$ cat config.mk
export PLATFORM = sky130hd
export DESIGN_NAME = wts_adsr_envelope_generator_nch
export DESIGN_NICKNAME = d
export VERILOG_FILES = /design/src/rtl/wts_adsr_envelope_generator_nch.sv
export SDC_FILE = /design/constraint.sdc
export NUM_CORES = 1
export LEC_CHECK = 0
export CAP_MARGIN = 10
export CORE_MARGIN = 1.5
export CORE_UTILIZATION = 54
export DETAILED_ROUTE_END_ITERATION = 6
export PLACE_DENSITY_LB_ADDON = 0.15
export SETUP_SLACK_MARGIN = 0.5
export SYNTH_ARGS = -nofsm -noshare
export SYNTH_HDL_FRONTEND = slang
export SYNTH_SLANG_ARGS = --single-unit
export TNS_END_PERCENT = 5
$ cat constraint.sdc
create_clock -name clk -period 6.4 [get_ports clk]
set_input_delay 1.28 -clock clk [delete_from_list [all_inputs] [get_ports clk]]
set_output_delay 1.28 -clock clk [all_outputs]
set_load 0.01 [all_outputs]
$ cat src/rtl/wts_adsr_envelope_generator_nch.sv
// N-channel time-multiplexed ADSR envelope generator: one shared datapath serves the `active` channel each clock.
// Optional WTS_ADSR_LEGATO_EN: key_on during ATTACK/DECAY/SUSTAIN re-attacks from the current level.
module wts_adsr_envelope_generator_nch #(
  parameter int CH_NUM       = 5,
  parameter int CH_BITS      = 3,
  parameter int LEVEL_BITS   = 7,
  parameter int COUNTER_BITS = 20
) (
  input  logic                    clk,
  input  logic                    nreset,
  input  logic [CH_BITS-1:0]      active,
  input  logic [CH_BITS-1:0]      key_ch,
  input  logic                    key_on,
  input  logic                    key_release,
  input  logic                    key_off,
  input  logic [CH_NUM-1:0]       adsr_en,
  input  logic [7:0]              reg_ar,
  input  logic [7:0]              reg_dr,
  input  logic [7:0]              reg_sr,
  input  logic [7:0]              reg_rr,
  input  logic [LEVEL_BITS-2:0]   reg_sl,
  output logic [LEVEL_BITS-1:0]   envelope,
  output logic [CH_NUM-1:0]       ch_idle
);

  typedef enum logic [2:0] {
    S_IDLE    = 3'd0,
    S_ATTACK  = 3'd1,
    S_DECAY   = 3'd2,
    S_SUSTAIN = 3'd3,
    S_RELEASE = 3'd4
  } state_e;

  localparam logic [LEVEL_BITS-1:0] LMAX   = '1;
  localparam logic [CH_BITS:0]      CH_LIM = (CH_BITS+1)'(CH_NUM);

  state_e                  state_q [CH_NUM];
  logic [COUNTER_BITS-1:0] cnt_q   [CH_NUM];
  logic [LEVEL_BITS-1:0]   lvl_q   [CH_NUM];
  logic [CH_NUM-1:0]       pend_on_q, pend_rel_q, pend_off_q, ch_idle_q;

  logic                    svc_vld, hit_svc;
  logic [CH_BITS-1:0]      svc_idx;
  state_e                  cur_state, state_d;
  logic [COUNTER_BITS-1:0] cur_cnt, cnt_d;
  logic [LEVEL_BITS-1:0]   cur_lvl, lvl_d, lvl_up, lvl_dn, lvl_on, slt;
  logic [7:0]              rate;
  logic [COUNTER_BITS:0]   sum;
  logic                    step, ev_on, ev_rel, ev_off, is_ads;

  assign svc_vld   = {1'b0, active} < CH_LIM;
  assign svc_idx   = svc_vld ? active : '0;
  assign cur_state = state_q[svc_idx];
  assign cur_cnt   = cnt_q[svc_idx];
  assign cur_lvl   = lvl_q[svc_idx];

  // Latched events for this channel plus any event aimed at it this very cycle
  assign hit_svc = svc_vld && (key_ch == active);
  assign ev_off  = pend_off_q[svc_idx] | (key_off     & hit_svc);
  assign ev_on   = pend_on_q[svc_idx]  | (key_on      & hit_svc);
  assign ev_rel  = pend_rel_q[svc_idx] | (key_release & hit_svc);

  assign is_ads = (cur_state == S_ATTACK) || (cur_state == S_DECAY) || (cur_state == S_SUSTAIN);
  assign slt    = {reg_sl, 1'b0};

  always_comb begin
    rate = 8'd0;
    case (cur_state)
      S_ATTACK:  rate = reg_ar;
      S_DECAY:   rate = reg_dr;
      S_SUSTAIN: rate = reg_sr;
      S_RELEASE: rate = reg_rr;
      default:   rate = 8'd0;
    endcase
  end

  assign sum    = (COUNTER_BITS+1)'(cur_cnt) + (COUNTER_BITS+1)'(rate);
  assign step   = sum[COUNTER_BITS];
  assign lvl_up = (step && cur_lvl != LMAX) ? cur_lvl + LEVEL_BITS'(1) : cur_lvl;
  assign lvl_dn = (step && cur_lvl != '0)   ? cur_lvl - LEVEL_BITS'(1) : cur_lvl;

`ifdef WTS_ADSR_LEGATO_EN
  assign lvl_on = is_ads ? cur_lvl : '0;
`else
  assign lvl_on = '0;
`endif

  // Next state of the serviced channel
  always_comb begin
    state_d = cur_state;
    lvl_d   = cur_lvl;
    cnt_d   = cur_cnt;
    if (!adsr_en[svc_idx]) begin
      // Gate mode: no ramps; without an event the channel is frozen
      cnt_d = '0;
      if (ev_off) begin
        state_d = S_IDLE;    lvl_d = '0;
      end else if (ev_on) begin
        state_d = S_SUSTAIN; lvl_d = LMAX;
      end else if (ev_rel) begin
        state_d = S_IDLE;    lvl_d = '0;
      end
    end else if (ev_off) begin
      state_d = S_IDLE;   lvl_d = '0;     cnt_d = '0;
    end else if (ev_on) begin
      state_d = S_ATTACK; lvl_d = lvl_on; cnt_d = '0;
    end else if (ev_rel && is_ads) begin
      state_d = S_RELEASE; cnt_d = '0;
    end else begin
      case (cur_state)
        S_ATTACK: begin
          lvl_d = lvl_up;
          cnt_d = sum[COUNTER_BITS-1:0];
          if (lvl_up == LMAX) begin
            state_d = S_DECAY; cnt_d = '0;
          end
        end
        S_DECAY: begin
          lvl_d = lvl_dn;
          cnt_d = sum[COUNTER_BITS-1:0];
          if ((lvl_dn <= slt) || (slt >= LMAX)) begin
            state_d = S_SUSTAIN; cnt_d = '0;
          end
        end
        S_SUSTAIN: begin
          lvl_d = lvl_dn;
          cnt_d = sum[COUNTER_BITS-1:0];
        end
        S_RELEASE: begin
          lvl_d = lvl_dn;
          cnt_d = sum[COUNTER_BITS-1:0];
          if (lvl_dn == '0) begin
            state_d = S_IDLE; cnt_d = '0;
          end
        end
        default: ;
      endcase
    end
  end

  always_ff @(posedge clk or negedge nreset) begin
    if (!nreset) begin
      for (int n = 0; n < CH_NUM; n++) begin
        state_q[n] <= S_IDLE;
        cnt_q[n]   <= '0;
        lvl_q[n]   <= '0;
      end
      pend_on_q  <= '0;
      pend_rel_q <= '0;
      pend_off_q <= '0;
      ch_idle_q  <= '1;
    end else begin
      for (int n = 0; n < CH_NUM; n++) begin
        if (svc_vld && (active == CH_BITS'(n))) begin
          state_q[n]    <= state_d;
          cnt_q[n]      <= cnt_d;
          lvl_q[n]      <= lvl_d;
          pend_on_q[n]  <= 1'b0;
          pend_rel_q[n] <= 1'b0;
          pend_off_q[n] <= 1'b0;
          ch_idle_q[n]  <= (state_d == S_IDLE);
        end else begin
          pend_on_q[n]  <= pend_on_q[n]  | (key_on      && (key_ch == CH_BITS'(n)));
          pend_rel_q[n] <= pend_rel_q[n] | (key_release && (key_ch == CH_BITS'(n)));
          pend_off_q[n] <= pend_off_q[n] | (key_off     && (key_ch == CH_BITS'(n)));
          ch_idle_q[n]  <= (state_q[n] == S_IDLE);
        end
      end
    end
  end

  always_comb begin
    envelope = svc_vld ? cur_lvl : '0;
    ch_idle  = ch_idle_q;
  end

endmodule
==> results of run 1 <==
sequential cells by signal (all words and copies together) (netlist names):
name / flops
ch_idle: 5
cnt_q: 100
lvl_q: 35
pend_off_q: 5
pend_on_q: 5
pend_rel_q: 5
state_q: 15
cell usage after synthesis, drive strengths merged, types with 12 or more instances:
cell type    n
ha          17
nand2      208
nor2b       19
mux2i       28
o221ai      12
o31ai      106
inv         22
clkbuf      53
nand4       16
a21oi       49
nor3        18
dfrtp      165
o21ai       91
buf         34
nor2        85
nor3b       13
a22oi       27
nand3       14
final timing paths:
check,start,endpoint,cells past startpoint
worst max-delay path,active[1],cnt_q[88]$_DFFE_PN0P_,29
worst min-delay path,lvl_q[12]$_DFFE_PN0P_,lvl_q[12]$_DFFE_PN0P_,2
worst max register to register,state_q[12]$_DFFE_PN0P_,cnt_q[88]$_DFFE_PN0P_,27
worst min register to register,lvl_q[12]$_DFFE_PN0P_,lvl_q[12]$_DFFE_PN0P_,2
max in group asynchronous,nreset,cnt_q[55]$_DFFE_PN0P_,2
min in group asynchronous,nreset,pend_rel_q[0]$_DFF_PN0_,1
cell families (layout without fill, tap and decap cells):
group	count (synthesis)	in the layout	share of synthesized area [%]
fa+ha+maj	18	18	2.26
buf+inv	109	277	5.18
xor+xnor	20	20	1.70
compound gates	395	396	26.4
flops	170	170	41.4
simple gates	432	432	19.4
mux	34	34	3.71
per-stage QoR:
step	utilization (%)	total power, mW	TNS (ps)
2_1_floorplan	-	2.36	-68700
3_3_place_gp	63.9	2.92	-66490
3_5_place_dp	63.9	2.94	-75980
4_1_cts	70.9	4.17	-1870
5_1_grt	74.6	4.59	-27590
6_report	74.6	4.38	-10530
where the power goes:
group          switching, mW  internal [mW]
clock                  0.493          0.520
combinational           1.10          0.816
sequential             0.143           1.30
metal layers:
layer / track usage, % / vias to the layer above / routed length, µm / part of all wire, %
met4: 12.9 / 0 / 1620 / 4.6
met2: 55.1 / 553 / 16800 / 48
met3: 6.52 / 130 / 2750 / 7.8
li1: - / 4660 / - / -
met5: 0 / - / 0 / 0
met1: 45.8 / 5139 / 14100 / 40
critical path: cells and delay by family:
| family | cells | cell delay [ps] |
|---|---|---|
| buffers and inverters | 7 | 1220 |
| adders and majority gates | 2 | 600 |
| AOI/OAI and AO/OA | 7 | 1650 |
| and+or+nand+nor | 13 | 2240 |
cell type report:
type                            instances  area (µm²)
Tap cell                              234         293
Clock buffer                           17         425
Inverter                               22        82.6
Timing Repair Buffer                  223        2160
Sequential cell                       170        4260
Fill cell                            1309        4760
Clock inverter                         15         148
Multi-Input combinational cell        900        6580
repair_timing:
item,4_1_cts,5_1_grt
pin swaps,15,30
cloned,6,4
setup endpoints to repair,120,136
hold buffers,0,0
setup buffers,10,4
resized for setup,98,90
==> impl_metrics.json, run 1 <==
{
  "outcome": "finished with violations",
  "violations": "negative setup slack",
  "fin_skew_ps": 14.5,
  "port_buffers": 65,
  "max-cap-violations": 0,
  "stdcell_count": 1581,
  "cp-start-kind": "input port",
  "finalCriticalPeriod_ps": 6690,
  "num_vias": 10482,
  "nets": 1406,
  "die-area_um2": 19900,
  "whs_ps": 479,
  "vdd_drop_max_uv": 200,
  "start_util_pct": 55.0,
  "clk_pin_slew_ps": 70,
  "drtIter0Drc": 967,
  "pin_count": 66,
  "max_stage_delay_ps": 570,
  "grt-ovfl-total": 0,
  "rows": 50,
  "syn-cell-area_um2": 10300,
  "cts_buffer_depth": 2,
  "coreArea_um2": 18700,
  "synth_warnings": 0,
  "drive_gt1_share_pct": 27.2,
  "powerDensity_nw_per_um2": 314,
  "layout_commonest_cell": "nand2_1",
  "drcViolationCount": 0,
  "layout_common_cells": "nand2_1 (205), dfrtp_1 (165), buf_4 (135)",
  "antenna_found_initial": 0,
  "hpwlAfterDp_um": 21700,
  "slew_headroom_pct": 6.34,
  "ys_seq_area_share_pct": 41.4,
  "cp_common_cell": "buf_4",
  "avgViaCountPerCell": 6.63,
  "htreeDepth": 4,
  "grt_max_degree": 110,
  "synth_cell_types": 77,
  "n_antenna_cell": 0,
  "synth_edf_count": 0,
  "gp_congestion": 0.959,
  "grt_pass1_vias": 9742,
  "crit_arrival_ps": 7010,
  "syn2layout_area_growth_pct": 35.6,
  "hold_viol": 0,
  "max_freq_ghz": 0.150,
  "syn_nets": 1250,
  "post-route-period-util_pct": 104,
  "drt-total-wl_um": 35200,
  "grtUsageTotal_pct": 34.1,
  "drtPass1Iterations": 5,
  "wl_per_cell_um": 22.3,
  "cp_slowest_cell": "or4_4",
  "synth_area_leaders": "dfrtp_1 (40%), nand2_1 (7.6%), o31ai_1 (7.5%)",
  "place_ws_ps": -762,
  "clkLatencyLatePin_ps": 440,
  "crit_fanout": 12,
  "yosysTopAreaCell": "dfrtp_1",
  "syn_inst": 1178,
  "worst_slack_ps": -288,
  "final_area_um2": 13900,
  "synth-seq-cells": 170,
  "setup_viol_count_final": 88,
  "worstSetupEndpointType": "flip-flop",
  "yosys_most_used_dff": "dfrtp_1",
  "cts_buffers": 17,
  "die_h_um": 141,
  "yosys.area.top_type_share_pct": 40.1,
  "r2r_slack_ps": 240,
  "cp.required_ps": 6720,
  "rsz0062_at_grt": "yes",
  "numClockSinks": 170,
  "grt_pass1_wl_um": 53000,
  "root_buffer": "clkbuf_16",
  "power_leakage_nw": 5.89,
  "criticalPathCategory": "in -> reg",
  "dp.cells": 1524,
  "tritoncts": "done",
  "drv_slew": 0,
  "syn_avg_cell_area_um2": 8.74,
  "antenna_left": 0,
  "synthArstFlopShare_pct": 100,
  "fp.dieW_um": 141,
  "worst_pin_slew_ps": 1400,
  "postPlaceCellArea_um2": 11900,
  "hp-class": "reg -> reg"
}
Power figures use the tool's default switching activity.
==> run 2: changes to the inputs <==
SETUP_SLACK_MARGIN = 0.05   (was 0.5)
==> run 2 against run 1 <==
- the run still ends with negative setup slack left
- die area stayed put
- count of clock-buffer cells in the layout stayed put
- non-clock buffer count stayed put
- clock power hardly changed
- core utilization is 0.48 points lower
- worst hold slack hardly changed
- critical path depth is 1 higher
- clock skew is 1.1 ps lower
- global-route usage is 0.059 points higher
- critical path type unchanged
- largest cell class unchanged
- largest power group unchanged
==> impl_metrics.json, run 2 (synthesis gave the netlist of run 1 again) <==
{
  "p_sw_mw": 1.73,
  "port_buffers": 65,
  "drtIter0Drc": 996,
  "grt_pass1_vias": 9712,
  "fp.dieW_um": 141,
  "antenna_left": 0,
  "crit_fanout": 9,
  "vdd_drop_max_uv": 198,
  "max-cap-violations": 0,
  "criticalPathCategory": "in -> reg",
  "cp-start-kind": "input port",
  "worst_slack_ps": -208,
  "nFillCells": 1306,
  "seqPwrFrac_pct": 33.3,
  "violations": "negative setup slack",
  "slew_headroom_pct": 7.71,
  "clk_pin_slew_ps": 70,
  "post-route-period-util_pct": 103,
  "layout_commonest_cell": "nand2_1",
  "die-area_um2": 19900,
  "fin_util_pct": 74.1,
  "cts_buffer_depth": 2,
  "fin_skew_ps": 13.4,
  "crit_arrival_ps": 6950,
  "multiInputGateArea_um2": 6550,
  "rsz0062_at_grt": "yes",
  "cts_buffers": 17,
  "drive_gt1_share_pct": 27.2,
  "syn2layout_area_growth_pct": 34.7,
  "fin_tns_setup_ps": -10160,
  "cts-hold-fix-buffers": 0,
  "min-delay-start": "lvl_q[12]$_DFFE_PN0P_",
  "tritoncts": "done",
  "p_int_mw": 2.61,
  "cp.required_ps": 6740,
  "hold_viol": 0,
  "finalCriticalPeriod_ps": 6610,
  "antenna_found_initial": 0,
  "crit_start": "active[1]",
  "n_antenna_cell": 0,
  "setup_viol_count_final": 96,
  "drcViolationCount": 0,
  "final_area_um2": 13900,
  "cp_common_cell": "buf_12",
  "die_h_um": 141,
  "worst_pin_slew_ps": 1380,
  "nets": 1406,
  "reg_top3": "cnt_q: 100 flops, lvl_q: 35 flops, state_q: 15 flops",
  "coreArea_um2": 18700,
  "start_util_pct": 55.0,
  "swShare_pct": 39.8,
  "grt_pass1_wl_um": 53100,
  "pin_count": 66,
  "outcome": "finished with violations",
  "layout_common_cells": "nand2_1 (205), dfrtp_1 (165), buf_4 (135)",
  "htreeDepth": 4,
  "rows": 50,
  "grtUsageTotal_pct": 34.2,
  "hp-class": "reg -> reg",
  "num_vias": 10384,
  "drt-total-wl_um": 35300,
  "numClockSinks": 170,
  "max_freq_ghz": 0.151,
  "power_leakage_nw": 5.83,
  "gp_congestion": 0.959,
  "p_clk_share_pct": 23.4,
  "clkLatencyLatePin_ps": 440,
  "drtPass1Iterations": 6,
  "cp_slowest_cell": "or4_4",
  "largest_reg_flops": 100,
  "place_ws_ps": -762,
  "hpwlAfterDp_um": 21700,
  "combinationalPowerShare_pct": 43.3,
  "postPlaceCellArea_um2": 11900,
  "root_buffer": "clkbuf_16",
  "max_stage_delay_ps": 570,
  "regMostFlops": "cnt_q",
  "worstSetupEndpointType": "flip-flop",
  "powerDensity_nw_per_um2": 313,
  "grt-ovfl-total": 0,
  "drv_slew": 0,
  "grt_max_degree": 110,
  "rr_startpoint": "state_q[12]$_DFFE_PN0P_",
  "avgViaCountPerCell": 6.57,
  "wl_per_cell_um": 22.3,
  "ff_latch_area_um2": 4260
}
[run 2: power by group through the flow]
stage                     Clock, mW  Sequential (mW)  Combinational [mW]
after floorplan                   0             1.42               0.937
after global placement            0             1.44                1.47
after detailed placement          0             1.45                1.49
after CTS                      1.02             1.44                1.67
after global routing           1.07             1.47                2.02
final                          1.02             1.45                1.88
[run 2: critical path, delay by kind of cell]
family	cells	cell delay [ps]
AND/OR/NAND/NOR	11	2090
AO/OA/AOI/OAI	7	1400
buffers and inverters	7	920
adder cells (fa/ha/maj)	3	840
multiplexers	2	400
[run 2: cell type report]
cell class	count	share of cell area, %
Timing Repair Buffer	223	15.2
Tap cell	234	2.11
Sequential cell	170	30.7
Clock buffer	17	3.07
Multi-Input combinational cell	900	47.3
Inverter	22	0.596
Clock inverter	15	1.07
[run 2: path summary, 6_finish.rpt]
path | endpoint | slack, ps | cells after the start
hold reg to reg | lvl_q[12]$_DFFE_PN0P_ | 480 | 2
max in group asynchronous | cnt_q[55]$_DFFE_PN0P_ | 3990 | 2
setup reg to reg | cnt_q[32]$_DFFE_PN0P_ | 370 | 28
setup / recovery | cnt_q[32]$_DFFE_PN0P_ | -210 | 30
min in group asynchronous | pend_rel_q[0]$_DFF_PN0_ | 990 | 1
hold / removal | lvl_q[12]$_DFFE_PN0P_ | 480 | 2
[run 2: repair_timing]
action                     CTS  global route
setup endpoints to repair  110           115
gates resized for setup     82           109
gates cloned                 6             2
buffers inserted            10             8
pin swaps                   12            43
[run 2: metrics by stage]
step / std cells / hold WS [ps] / power, mW
2_1_floorplan: 1178 / 443 / 2.36
3_3_place_gp: 1524 / 454 / 2.92
3_5_place_dp: 1524 / 460 / 2.94
4_1_cts: 1572 / 477 / 4.13
5_1_grt: 1581 / 498 / 4.56
6_report: 1581 / 479 / 4.35
[run 2: metal layers]
layer	track usage, %	wire, µm	part of all wire, %
met1	45.8	14100	40
met2	55.1	16700	47
met3	6.66	2740	7.8
met4	13.0	1660	4.7
met5	0	0	0
